File: src/rtl/reg_bank_arbiter_pkg.sv
// Shared types and helpers for the two-master register bank arbiter.
// Holds the data/byte-lane widths, the FSM state encoding and the arbitration rule.
package reg_bank_arbiter_pkg;

  localparam int DATA_W = 32;
  localparam int BE_W   = 4;

  typedef enum logic [1:0] {
    IDLE   = 2'd0,
    ACCESS = 2'd1,
    DONE   = 2'd2
  } state_t;

  typedef logic master_t;

  localparam master_t M0 = 1'b0;
  localparam master_t M1 = 1'b1;

  // Round-robin between two masters: on a tie, the one not served last wins.
  function automatic master_t pick_master(input logic    req0,
                                          input logic    req1,
                                          input master_t last_grant);
    if (req0 && req1) return master_t'(~last_grant);
    else if (req1)    return M1;
    else              return M0;
  endfunction

  function automatic logic [DATA_W-1:0] merge_bytes(input logic [DATA_W-1:0] old_word,
                                                    input logic [DATA_W-1:0] new_word,
                                                    input logic [BE_W-1:0]   byteenable);
    logic [DATA_W-1:0] merged;
    merged = old_word;
    for (int i = 0; i < BE_W; i++) begin
      if (byteenable[i]) merged[8*i +: 8] = new_word[8*i +: 8];
    end
    return merged;
  endfunction

endpackage

File: src/rtl/reg_bank_arbiter_bank_word.sv
// One byte-writable 32-bit register of the shared bank.
// Byte lanes without their enable bit hold their previous contents.
module bank_word
  import reg_bank_arbiter_pkg::*;
(
  input  logic              clock,
  input  logic              reset,
  input  logic              write_strobe,
  input  logic [BE_W-1:0]   byteenable,
  input  logic [DATA_W-1:0] writedata,
  output logic [DATA_W-1:0] q
);

  // NOTE: state is updated with <= so every flop samples pre-edge values,
  // independent of the order in which always_ff blocks are evaluated.
  always_ff @(posedge clock) begin
    if (reset) begin
      // NOTE: the bank is built from flops and is cleared on reset because the
      // datapath reads reg_q continuously; an unreset RAM would expose X.
      q <= '0;
    end else if (write_strobe) begin
      q <= merge_bytes(q, writedata, byteenable);
    end
  end

endmodule

File: src/rtl/reg_bank_arbiter.sv
// Register bank shared by two masters through a req/ack handshake with
// round-robin arbitration; one IDLE -> ACCESS -> DONE transaction at a time.
module reg_bank_arbiter
  import reg_bank_arbiter_pkg::*;
#(
  parameter int NUM_REGS = 4,
  parameter int ADDR_W   = 2
) (
  input  logic                       clock,
  input  logic                       reset,

  input  logic                       m0_req,
  input  logic                       m0_write,
  input  logic [ADDR_W-1:0]          m0_addr,
  input  logic [BE_W-1:0]            m0_byteenable,
  input  logic [DATA_W-1:0]          m0_writedata,
  output logic [DATA_W-1:0]          m0_readdata,
  output logic                       m0_ack,

  input  logic                       m1_req,
  input  logic                       m1_write,
  input  logic [ADDR_W-1:0]          m1_addr,
  input  logic [BE_W-1:0]            m1_byteenable,
  input  logic [DATA_W-1:0]          m1_writedata,
  output logic [DATA_W-1:0]          m1_readdata,
  output logic                       m1_ack,

  output logic                       busy,
  output logic [DATA_W*NUM_REGS-1:0] reg_q
);

  if (ADDR_W != ((NUM_REGS > 1) ? $clog2(NUM_REGS) : 1)) begin : g_bad_addr_w
    $error("reg_bank_arbiter: ADDR_W does not match NUM_REGS");
  end

  state_t            state;
  state_t            state_nxt;
  master_t           grant;
  master_t           last_grant;
  master_t           grant_nxt;
  logic              any_req;

  logic              cmd_write;
  logic [ADDR_W-1:0] cmd_addr;
  logic [BE_W-1:0]   cmd_be;
  logic [DATA_W-1:0] cmd_data;

  logic [DATA_W-1:0] bank_q [NUM_REGS];
  logic [DATA_W-1:0] rd_word;

  assign any_req   = m0_req | m1_req;
  assign grant_nxt = pick_master(m0_req, m1_req, last_grant);

  always_ff @(posedge clock) begin
    if (reset) state <= IDLE;
    else       state <= state_nxt;
  end

  // NOTE: every output of this block gets a default first, so no path through
  // the case statement leaves a variable unassigned and no latch is inferred.
  always_comb begin
    state_nxt = state;
    m0_ack    = 1'b0;
    m1_ack    = 1'b0;
    busy      = (state != IDLE);
    unique case (state)
      IDLE:   if (any_req) state_nxt = ACCESS;
      ACCESS: state_nxt = DONE;
      DONE: begin
        m0_ack    = (grant == M0);
        m1_ack    = (grant == M1);
        state_nxt = IDLE;
      end
      default: state_nxt = IDLE;
    endcase
  end

  // Commands are captured at grant so the masters may change their fields later.
  always_ff @(posedge clock) begin
    if (reset) begin
      grant      <= M0;
      last_grant <= M1;
      cmd_write  <= 1'b0;
      cmd_addr   <= '0;
      cmd_be     <= '0;
      cmd_data   <= '0;
    end else if (state == IDLE && any_req) begin
      grant      <= grant_nxt;
      last_grant <= grant_nxt;
      cmd_write  <= (grant_nxt == M1) ? m1_write      : m0_write;
      cmd_addr   <= (grant_nxt == M1) ? m1_addr       : m0_addr;
      cmd_be     <= (grant_nxt == M1) ? m1_byteenable : m0_byteenable;
      cmd_data   <= (grant_nxt == M1) ? m1_writedata  : m0_writedata;
    end
  end

  // An address with no matching word selects nothing, so reads return zero.
  always_comb begin
    rd_word = '0;
    for (int k = 0; k < NUM_REGS; k++) begin
      if (cmd_addr == ADDR_W'(k)) rd_word = bank_q[k];
    end
  end

  always_ff @(posedge clock) begin
    if (reset) begin
      m0_readdata <= '0;
      m1_readdata <= '0;
    end else if (state == ACCESS && !cmd_write) begin
      if (grant == M0) m0_readdata <= rd_word;
      else             m1_readdata <= rd_word;
    end
  end

  for (genvar k = 0; k < NUM_REGS; k++) begin : g_word
    logic write_strobe;

    assign write_strobe = (state == ACCESS) && cmd_write && (cmd_addr == ADDR_W'(k));

    bank_word u_word (
      .clock        (clock),
      .reset        (reset),
      .write_strobe (write_strobe),
      .byteenable   (cmd_be),
      .writedata    (cmd_data),
      .q            (bank_q[k])
    );

    assign reg_q[DATA_W*k +: DATA_W] = bank_q[k];
  end

endmodule

File: config.mk
export PLATFORM = sky130hd
export DESIGN_NAME = reg_bank_arbiter
export DESIGN_NICKNAME = d
export VERILOG_FILES = /design/src/rtl/reg_bank_arbiter_pkg.sv /design/src/rtl/reg_bank_arbiter_bank_word.sv /design/src/rtl/reg_bank_arbiter.sv
export SDC_FILE = /design/constraint.sdc
export NUM_CORES = 1
export LEC_CHECK = 0
export BUFFER_PORTS_ARGS = -buffer_cell sky130_fd_sc_hd__clkbuf_2
export CORE_MARGIN = 2
export CORE_UTILIZATION = 57
export DETAILED_ROUTE_END_ITERATION = 12
export PLACE_DENSITY = 0.85
export SLEW_MARGIN = 30
export SYNTH_ARGS = -nofsm -noshare
export SYNTH_HDL_FRONTEND = slang
export SYNTH_HIERARCHICAL = 1
export SYNTH_SLANG_ARGS = --single-unit
File: constraint.sdc
create_clock -name clock -period 5.7 [get_ports clock]
set_clock_uncertainty 0.15 [all_clocks]
set_input_delay 0.57 -clock clock [delete_from_list [all_inputs] [get_ports clock]]
set_output_delay 0.57 -clock clock [all_outputs]
set_load 0.02 [all_outputs]
After elaboration in Yosys (flattened, before gate mapping)
Index checks and enable logic that the tools add are counted.
Widths: inputs -> output; s select.
{ "word_totals": {"ff_bits": 235, "input_bits": 82} }
{ "classes": {"n_eq_ne": 6, "muxes": 14, "bitwise": 3, "n_reduce_logical": 30} }
{ "ops": {"columns": ["op", "count"], "rows": [
  ["$mux 32", 5],
  ["$reduce_and 2->1", 18],
  ["$logic_and 1x1->1", 8],
  ["$eq 2x2->1 const B", 3],
  ["$mux 1", 5],
  ["$eq 2x1->1 const B", 2],
  ["$logic_not 2->1", 2],
  ["$mux 2", 2],
  ["$mux 4", 1],
  ["$pmux 2 s2", 1],
  ["$ne 2x2->1 const B", 1],
  ["$not 1->1", 2],
  ["$reduce_bool 2->1", 1],
  ["$logic_not 1->1", 1],
  ["$or 1x1->1", 1]
]} }

Depth between registers and ports, before layout
Gate-level depths: netlist of run 1.
{ "logic_depth": {"depth_word": 5, "depth_mapped": 8, "ltp_nobuf": 5} }

By module
Netlist of run 1, hierarchy kept.
{ "by_module_without_submodules": {"columns": ["mod", "n_inst", "cells_each", "area_per_inst_um2"], "rows": [
  ["bank_word", 4, 146, 1463.9],
  ["reg_bank_arbiter", 1, 436, 4748.3]
]} }

Least setup slack after synthesis of run 1
No wires, ideal clock.
{ "synth_timing": {"path_kind": "reg2reg", "start": "reg cmd_addr[1]", "end": "reg g_word[2].u_word.q[27]", "setup_time_ns": 0.068, "t_arrival_ns": 1.590, "setup_slack_ns": 3.892, "stages_incl_launch_ff": 9, "n_path_buf": 4, "synth_period_minus_slack_ns": 1.808, "cell_sequence": "dfxtp_1 > buf_4 > clkbuf_1 > inv_1 > nor3_1 > buf_6 > buf_2 > nand3_1 > a21oi_2"} }
{ "synth_between": {"elab_chain_len": 3} }
{ "synth_rtl": {"columns": ["element", "line", "source"], "rows": [
  ["from (decl)", "reg_bank_arbiter.sv:44", "logic [ADDR_W-1:0] cmd_addr;"],
  ["from (signal assigned)", "reg_bank_arbiter.sv:91", "cmd_addr <= (grant_nxt == M1) ? m1_addr : m0_addr;"],
  ["$eq 2x2->1", "reg_bank_arbiter.sv:118", "assign write_strobe = (state == ACCESS) && cmd_write && (cmd_addr == ADDR_W'(k));"],
  ["$logic_and 1x1->1", "reg_bank_arbiter.sv:118", null],
  ["named net g_word[2].write_strobe", "reg_bank_arbiter.sv:116", "logic write_strobe;"],
  ["$reduce_and 2->1 (no source line)", null, null],
  ["to (signal assigned)", "reg_bank_arbiter_bank_word.sv:22", "q <= merge_bytes(q, writedata, byteenable);"],
  ["to (decl)", "reg_bank_arbiter_bank_word.sv:11", "output logic [DATA_W-1:0] q"]
]} }
The timed path passes the listed nets, and every way through them passes these cells.
A chain may end at the register's enable or synchronous reset.

Worst setup path after layout of run 1
{ "layout_timing": {"start": "reg state[0]", "end": "reg g_word[1].u_word.q[20]"} }
{ "layout_between": {"elab_chain_len": 4} }
{ "layout_rtl": {"columns": ["element", "line", "source"], "rows": [
  ["from (decl)", "reg_bank_arbiter.sv:36", "state_t state;"],
  ["from (signal assigned)", "reg_bank_arbiter.sv:56", "else state <= state_nxt;"],
  ["$eq 2x1->1", "reg_bank_arbiter.sv:118", null],
  ["$logic_and 1x1->1 (2 in series)", "reg_bank_arbiter.sv:118", null],
  ["named net g_word[1].write_strobe", "reg_bank_arbiter.sv:116", null],
  ["$reduce_and 2->1 (no source line)", null, null],
  ["to (signal assigned)", "reg_bank_arbiter_bank_word.sv:22", null],
  ["to (decl)", "reg_bank_arbiter_bank_word.sv:11", null]
]} }
The timed path passes the listed nets, and every way through them passes these cells.

==> results of run 1 <==
## where the power goes
part           switching [mW]  internal, mW  total, mW
Combinational           0.159         0.100      0.259
Clock                   0.642         0.928       1.57
Sequential              0.139          1.68       1.82
Total                   0.940          2.71       3.65
## worst max-delay path, stage by stage (launching register included)
cell and delay [ps]:
dfxtp_1 420, and2b_1 290, nand3_1 220, nor2_4 690
buf_4 480, nand3_1 160, a21oi_1 180
## stage by stage
| step | cell area [µm²] | worst slack (ps) | hold slack (ps) |
|---|---|---|---|
| 3_5_place_dp | 11600 | 2900 | 312 |
| 2_1_floorplan | 10600 | 3890 | 326 |
| 4_1_cts | 12400 | 2890 | 137 |
| 6_report | 12400 | 3000 | 150 |
| 5_1_grt | 12400 | 2880 | 153 |
| 3_3_place_gp | 11500 | 3010 | 310 |
## area by class of cell
type,count,area share
clock buffer,34,0.0581
timing repair buffer,289,0.124
inverter,3,0.000908
sequential,235,0.381
clock inverter,9,0.00615
tap,229,0.0231
multi-input combinational,665,0.407
## metal layers
metal | wire (µm) | GRT usage | up-vias
met2 | 13400 | 0.444 | 438
met4 | 599 | 0.0728 | 0
met1 | 12600 | 0.401 | 4296
met3 | 2490 | 0.0499 | 49
met5 | 0 | 0 | -
li1 | - | - | 4182
## logic make-up after synthesis
kind of cell	synth area share
compound gates	0.299
buf+inv	0.0863
flops	0.444
mux	0.0694
simple gates	0.102
## placed cells by master (no fill, tap or decap), types with 3 or more instances in the layout
cell / count
clkbuf_1: 4
clkbuf_2: 275
nor2_1: 3
clkbuf_8: 4
dfxtp_1: 229
a311oi_1: 39
nand2_1: 81
nor2_4: 4
clkinv_2: 5
dfxtp_4: 5
a22o_1: 64
clkbuf_16: 26
a21oi_2: 24
nand3_1: 129
a21oi_1: 144
mux4_1: 4
buf_4: 10
a21bo_1: 104
mux4_2: 28
a21bo_2: 25
## flip-flops by register name (all words and copies together) (netlist names)
signal	cells
m1_readdata	32
last_grant	1
cmd_addr	2
state	2
m0_readdata	32
g_word.u_word/q	128
cmd_write	1
grant	1
cmd_data	32
cmd_be	4
## worst min-delay path by stage
stage / endpoint / from / depth (start not counted) / slack [ps]
2_1_floorplan: g_word[0].u_word/q[3]$_SDFFE_PP0P_ / cmd_data[3]$_SDFFE_PP0P_ / 2 / 330
3_3_place_gp: m1_readdata[15]$_SDFFE_PP0P_ / m1_readdata[15]$_SDFFE_PP0P_ / 1 / 310
3_5_place_dp: m1_readdata[26]$_SDFFE_PP0P_ / m1_readdata[26]$_SDFFE_PP0P_ / 1 / 310
4_1_cts: cmd_data[4]$_SDFFE_PP0P_ / m1_writedata[4] / 3 / 140
5_1_grt: cmd_be[3]$_SDFFE_PP0P_ / m1_byteenable[3] / 3 / 150
6_report: cmd_be[3]$_SDFFE_PP0P_ / m1_byteenable[3] / 3 / 150
==> results.py, run 1 <==
metrics = {
    "synth": {
        "syn_area_mm2": 0.0106,
        "synth.ff_latch_count": 235,
        "synth.largest_area_cell": "dfxtp_1",
        "avgSynthCellArea_um2": 10.4,
        "synth_top_area_share": 0.444,
        "yosysSeqAreaShare": 0.444,
        "synth_area_leaders": "dfxtp_1, a21bo_1, a21oi_1",
        "ys.flop_type": "dfxtp_1",
        "ys_warn_count": 6,
        "ys_types": 34,
        "synthCells": 1020,
        "syn_nets": 1102,
        "synth_async_sr_flop_share": 0,
        "synth_common_cells": "dfxtp_1, a21oi_1, nand3_1, a21bo_1, nand2_1",
        "synth_edf_count": 0,
        "yosysMostFrequentCell": "dfxtp_1",
    },
    "critical_path": {
        "critical_path_class": "flop to flop",
        "end_kind": "flop",
        "setup.worst_path.start": "state[0]$_SDFFE_PP0P_",
        "worstReg2RegEnd": "g_word[1].u_word/q[20]$_SDFFE_PP0P_",
        "crit_path_end": "g_word[1].u_word/q[20]$_SDFFE_PP0P_",
        "worst_ep_required_time_ps": 5970,
        "cp-start-kind": "flop",
        "r2r_setup_slack_ps": 3000,
        "r2r_cells": 6,
        "r2r-start": "state[0]$_SDFFE_PP0P_",
        "worst-path-max-fanout": 33,
        "crit_arrival_ps": 2970,
    },
    "global_route": {
        "grt_usage": 0.281,
        "grt_max_degree": 101,
        "grt_pass1_wl_mm": 45.1,
        "grt_pass1_vias": 8179,
        "antenna_found_initial": 0,
        "overflow": 0,
    },
    "place": {
        "place_hpwl_mm": 19.0,
        "gp_congestion": 0.819,
        "io_buffers": 276,
        "placed_cells": 1420,
    },
    "clocking": {
        "cts_max_path_buffers": 3,
        "post_cts_resized": 0,
        "cts_tree": "built",
        "cts.clk_slew.worst_paths_ps": 60,
        "cts-root-buf": "clkbuf_16",
        "ctsHoldBuffers": 0,
        "numClockSinks": 235,
        "postCtsSetupBuffers": 0,
        "cts_max_level": 1,
        "insertion_delay_ps": 510,
        "cts_made_buffers": 25,
    },
    "sta": {
        "worstMarginPinSlew_ps": 896,
        "slew_violations": 0,
        "tns_ps": 0,
        "post-route-period-util": 0.473,
        "rsz0062_at_grt": "no",
        "max-slew-margin-rel": 0.403,
        "hold_viol": 0,
        "setup_viol": 0,
        "fin_crit_ps": 2700,
        "max_freq_mhz": 371,
    },
    "drt": {
        "vias_per_cell": 6.12,
        "antenna_left": 0,
        "first_pass_iters": 5,
        "wl_per_cell_um": 19.8,
        "drtIter0Drc": 658,
        "vias": 8965,
        "totalWireLength_mm": 29.1,
        "route.detailed.drc": 0,
    },
    "floorplan": {
        "dieArea_mm2": 0.0197,
        "start_util": 0.586,
        "ios": 277,
        "die_w_um": 140,
        "row_count": 49,
        "core-area_mm2": 0.0181,
        "die_y_um": 140,
    },
    "finish": {
        "final_util": 0.686,
        "areaGrowthSynthToFinish_pct": 17.0,
        "fill_cells": 1375,
        "multi_input_area_mm2": 0.00505,
        "stdcell_count": 1464,
        "seq_area_mm2": 0.00472,
        "fin_nets": 1301,
        "antennaDiodeCount": 0,
        "layout-drive-gt1-share": 0.343,
    },
    "job": {
        "cap_violations": 0,
    },
    "worst_hold_path": {
        "hp-class": "input pin to flop",
    },
    "power": {
        "ir_drop_uv": 248,
        "totalPowerFinal_mw": 3.65,
        "power.leakage_nw": 5.08,
        "power_density_mw_per_mm2": 294,
    },
    "run_status": {
        "run_status": "finished clean",
    },
}
(Power assumes the default switching activity.)
==> run 2: changes to the inputs <==
- CORE_UTILIZATION: 57 -> 48
- PLACE_DENSITY: 0.85 -> 0.76
- clock period: 5.7 -> 2.3 ns (I/O delays scaled with it)
==> results.py, run 2 (synthesized netlist as in run 1, its figures left out) <==
metrics = {
    "power": {
        "power_density_mw_per_mm2": 679,
        "ir_drop_uv": 411,
        "totalPowerFinal_mw": 9.20,
        "power.leakage_nw": 5.57,
    },
    "finish": {
        "fin_nets": 1401,
        "final_util": 0.622,
        "fill_cells": 1752,
        "final_cell_mix": "clkbuf_2, dfxtp_1, a21oi_1",
        "antennaDiodeCount": 0,
        "layout-drive-gt1-share": 0.326,
        "largest_register_ffs": 128,
        "layout_commonest_cell": "clkbuf_2",
        "top_register": "g_word.u_word/q",
        "areaGrowthSynthToFinish_pct": 27.6,
        "design_area_mm2": 0.0135,
    },
    "floorplan": {
        "core-area_mm2": 0.0218,
        "dieArea_mm2": 0.0233,
        "ios": 277,
        "start_util": 0.487,
        "die_y_um": 153,
        "row_count": 54,
        "die_w_um": 153,
    },
    "drt": {
        "first_pass_iters": 5,
        "route.detailed.drc": 0,
        "wl_per_cell_um": 19.9,
        "vias_per_cell": 5.90,
        "vias": 9516,
        "totalWireLength_mm": 32.0,
        "drtIter0Drc": 665,
        "antenna_left": 0,
    },
    "clocking": {
        "insertion_delay_ps": 510,
        "cts_tree": "built",
        "cts.clk_slew.worst_paths_ps": 60,
        "cts_max_path_buffers": 3,
        "cts_max_level": 1,
        "cts_made_buffers": 25,
        "numClockSinks": 235,
        "cts-root-buf": "clkbuf_16",
    },
    "sta": {
        "worstMarginPinSlew_ps": 633,
        "max_freq_mhz": 456,
        "max-slew-margin-rel": 0.578,
        "fin_crit_ps": 2190,
        "rsz0062_at_grt": "yes",
        "slew_violations": 0,
        "setup_viol": 0,
        "hold_viol": 0,
        "post-route-period-util": 0.953,
    },
    "critical_path": {
        "r2r_setup_slack_ps": 110,
        "crit_arrival_ps": 2490,
        "r2r-start": "last_grant$_SDFFE_PP1P_",
        "worst-path-max-fanout": 39,
        "cpLargestDelayFamily": "buffers and inverters",
        "critical_path_class": "input pin to flop",
        "worstReg2RegEnd": "cmd_write$_SDFFE_PP0P_",
        "r2r_cells": 5,
        "end_kind": "flop",
        "cp-start-kind": "input pin",
        "slowest_delay_ps": 620,
        "setup.worst_path.start": "m0_req",
        "cp_common_cell": "dlygate4sd3_1",
        "critPathSlowestCell": "dlygate4sd3_1",
        "worst_ep_required_time_ps": 2600,
        "worst-path-buf-inv": 3,
        "path_cells": "dlygate4sd3_1, clkbuf_2, or2_4, a21oi_1, a311oi_1, dlygate4sd3_1",
    },
    "place": {
        "place_hpwl_mm": 19.6,
        "gp_congestion": 0.795,
        "io_buffers": 276,
        "dpl-instance-area_mm2": 0.0119,
    },
    "job": {
        "cap_violations": 0,
    },
    "worst_hold_path": {
        "hp-class": "flop to flop",
        "min_to": "m0_readdata[14]$_SDFFE_PP0P_",
        "min_from": "m0_readdata[14]$_SDFFE_PP0P_",
        "hold_path_depth": 1,
    },
    "global_route": {
        "overflow": 0,
        "antenna_found_initial": 0,
        "grt_usage": 0.257,
        "grt_max_degree": 131,
        "grt_pass1_vias": 8861,
        "grt_pass1_wl_mm": 49.2,
    },
    "run_status": {
        "run_status": "finished clean",
    },
}
run 2: cell types whose count changed in the layout (fill, tap and decap cells not counted), sizes merged:
cell,previous run,this run
clkbuf,309,314
inv,5,3
clkinv,6,2
dlygate4sd3,0,82
buf,14,29
a21boi,1,2
a21bo,129,130
run 2: how the worst max path moves through the flow:
stage,to,slack [ps],cells after the start
finish,cmd_write$_SDFFE_PP0P_,110,6
global route,cmd_data[4]$_SDFFE_PP0P_,-10,7
CTS,cmd_data[25]$_SDFFE_PP0P_,40,7
detailed placement,g_word[0].u_word/q[6]$_SDFFE_PP0P_,360,6
global placement,g_word[2].u_word/q[27]$_SDFFE_PP0P_,410,6
floorplan,g_word[2].u_word/q[27]$_SDFFE_PP0P_,490,8
run 2: metrics by stage:
step	cells	hold slack, ps	TNS, ps	setup slack (ps)
2_1_floorplan	1020	149	0	492
3_3_place_gp	1484	310	0	408
3_5_place_dp	1484	315	0	359
4_1_cts	1607	330	0	40.0
5_1_grt	1613	342	-13.9	-13.9
6_report	1613	329	0	108
run 2: where the power goes:
part           internal, mW  switching, mW  leakage (nW)  total, mW
Sequential             4.17          0.228          1.90       4.39
Clock                  2.20           1.56         0.364       3.76
Combinational         0.451          0.586          3.31       1.04
Total                  6.82           2.38          5.57       9.20
run 2: area by class of cell:
type / instances / area, µm² / area share
multi-input combinational: 667 / 5070 / 0.375
sequential: 235 / 4710 / 0.348
timing repair buffer: 387 / 2640 / 0.195
clock buffer: 38 / 704 / 0.0520
tap: 280 / 350 / 0.0259
clock inverter: 3 / 43.8 / 0.00324
inverter: 3 / 11.3 / 0.000832
run 2: repair_timing:
| item | 4_1_cts | 5_1_grt |
|---|---|---|
| hold buffers | 82 | 0 |
| setup buffers | 0 | 3 |
| endpoints found under the hold margin | 43 | 0 |
| gates resized for setup | 0 | 3 |
| endpoints found under the setup margin | 0 | 37 |
run 2: layer usage:
layer	vias up	GRT usage	share of wire
li1	4404	-	-
met1	4650	0.361	0.44
met2	411	0.415	0.47
met3	51	0.0432	0.069
met4	0	0.0608	0.016
met5	-	0	0
==> run 3: changes to the inputs <==
- CORE_UTILIZATION: 48 -> 57
- PLACE_DENSITY: 0.76 -> 0.85
- clock period: 2.3 -> 2.8 ns (I/O delays scaled with it)
==> results.py, run 3 (synthesized netlist as in run 1, its figures left out) <==
metrics = {
    "critical_path": {
        "worst-path-max-fanout": 39,
        "critPathSlowestCell": "dlygate4sd3_1",
        "r2r_setup_slack_ps": 350,
        "path_cells": "dlygate4sd3_1, clkbuf_2, or2_2, a21oi_1, a311oi_1, dlygate4sd3_1",
        "worst-path-buf-inv": 3,
        "worstReg2RegEnd": "cmd_data[29]$_SDFFE_PP0P_",
        "r2r-start": "last_grant$_SDFFE_PP1P_",
        "cpLargestDelayFamily": "buffers and inverters",
        "critical_path_class": "input pin to flop",
        "slowest_delay_ps": 630,
        "worst_ep_required_time_ps": 3100,
        "end_kind": "flop",
        "cp-start-kind": "input pin",
        "crit_cells": 6,
        "crit_path_end": "cmd_data[29]$_SDFFE_PP0P_",
        "crit_arrival_ps": 2810,
        "r2r_cells": 4,
        "setup.worst_path.start": "m0_req",
        "cp_common_cell": "dlygate4sd3_1",
    },
    "power": {
        "ir_drop_uv": 520,
        "power.leakage_nw": 5.53,
        "power_density_mw_per_mm2": 575,
    },
    "finish": {
        "layout-drive-gt1-share": 0.330,
        "multi_input_area_mm2": 0.00505,
        "seq_area_mm2": 0.00471,
        "layout_commonest_cell": "clkbuf_2",
        "fill_cells": 1219,
        "areaGrowthSynthToFinish_pct": 25.1,
        "antennaDiodeCount": 0,
        "top_register": "g_word.u_word/q",
        "fin_nets": 1395,
        "largest_register_ffs": 128,
        "stdcell_count": 1558,
        "final_cell_mix": "clkbuf_2, dfxtp_1, a21oi_1",
    },
    "floorplan": {
        "start_util": 0.586,
        "core-area_mm2": 0.0181,
        "row_count": 49,
        "die_w_um": 140,
        "die_y_um": 140,
        "dieArea_mm2": 0.0197,
        "ios": 277,
    },
    "place": {
        "place_hpwl_mm": 19.6,
        "io_buffers": 276,
        "placed_cells": 1436,
        "place_ws_ps": 715,
        "gp_congestion": 0.810,
    },
    "sta": {
        "fin_crit_ps": 2520,
        "post-route-period-util": 0.899,
        "rsz0062_at_grt": "no",
        "worstMarginPinSlew_ps": 861,
        "slew_violations": 0,
        "max-slew-margin-rel": 0.424,
        "hold_viol": 0,
        "tns_ps": 0,
        "max_freq_mhz": 397,
        "setup_viol": 0,
        "setup_slack_ps": 283,
    },
    "global_route": {
        "antenna_found_initial": 0,
        "grt_pass1_vias": 9178,
        "grt_max_degree": 61,
        "overflow": 0,
        "grt_pass1_wl_mm": 50.5,
        "grt_usage": 0.317,
    },
    "drt": {
        "route.detailed.drc": 0,
        "drtIter0Drc": 921,
        "first_pass_iters": 6,
        "antenna_left": 0,
        "vias_per_cell": 6.26,
        "totalWireLength_mm": 32.8,
        "wl_per_cell_um": 21.0,
        "vias": 9749,
    },
    "clocking": {
        "numClockSinks": 235,
        "cts-root-buf": "clkbuf_16",
        "cts_max_path_buffers": 3,
        "cts_made_buffers": 24,
        "cts_max_level": 1,
        "cts_tree": "built",
        "cts.clk_slew.worst_paths_ps": 60,
        "insertion_delay_ps": 510,
    },
    "worst_hold_path": {
        "hp-class": "input pin to flop",
    },
    "run_status": {
        "run_status": "finished clean",
    },
    "job": {
        "cap_violations": 0,
    },
}
[run 3: worst min path at each step]
| stage | startpoint | to | slack, ps | cells past startpoint |
|---|---|---|---|---|
| after CTS | reset | g_word[2].u_word/q[2]$_SDFFE_PP0P_ | 70 | 2 |
| after global routing | reset | g_word[1].u_word/q[2]$_SDFFE_PP0P_ | 90 | 2 |
| after floorplan | reset | g_word[0].u_word/q[3]$_SDFFE_PP0P_ | 200 | 1 |
| after global placement | m1_readdata[7]$_SDFFE_PP0P_ | m1_readdata[7]$_SDFFE_PP0P_ | 310 | 1 |
| final | reset | g_word[2].u_word/q[0]$_SDFFE_PP0P_ | 80 | 2 |
| after detailed placement | m0_readdata[30]$_SDFFE_PP0P_ | m0_readdata[30]$_SDFFE_PP0P_ | 310 | 1 |
[run 3: timing repair]
action / 4_1_cts / 5_1_grt
gates resized for setup: 0 / 0
setup buffers: 0 / 0
hold buffers: 80 / 0
hold endpoints to repair: 41 / 0
endpoints found under the setup margin: 0 / 0
[run 3: final cells by class]
type | count | area share
clock inverters | 7 | 0.00453
clock buffers | 35 | 0.0545
inverters | 3 | 0.000849
multi-input cells | 665 | 0.381
well taps | 229 | 0.0216
flip-flops and latches | 235 | 0.355
repair buffers | 384 | 0.183
[run 3: worst register-to-register path: stages, from the launching register on]
cell           delay [ps]
dfxtp_1               420
a21bo_2               650
nand2_1               140
a311oi_1              410
dlygate4sd3_1         630
[run 3: report_power, final]
group | leakage (nW) | switching [mW] | internal [mW] | total (mW)
registers | 1.90 | 0.225 | 3.42 | 3.65
clock network | 0.394 | 1.32 | 1.87 | 3.19
logic | 3.23 | 0.450 | 0.338 | 0.788
total | 5.53 | 1.99 | 5.63 | 7.63
[run 3: stage by stage]
step	util	area, µm²	hold WS (ps)	power (mW)
after global placement	0.646	11700	311	4.30
after global routing	0.734	13300	92.3	7.82
after detailed placement	0.646	11700	312	4.31
after CTS	0.734	13300	70.5	7.56
final	0.734	13300	82.0	7.63
after floorplan	-	10600	199	4.16
[run 3: metal layers]
layer	track usage	wire, µm	vias up	share of wire
met2	0.514	15500	596	0.47
met1	0.431	13000	4681	0.40
li1	-	-	4376	-
met3	0.0516	3270	96	0.10
met5	0	0	-	0
met4	0.114	1030	0	0.031
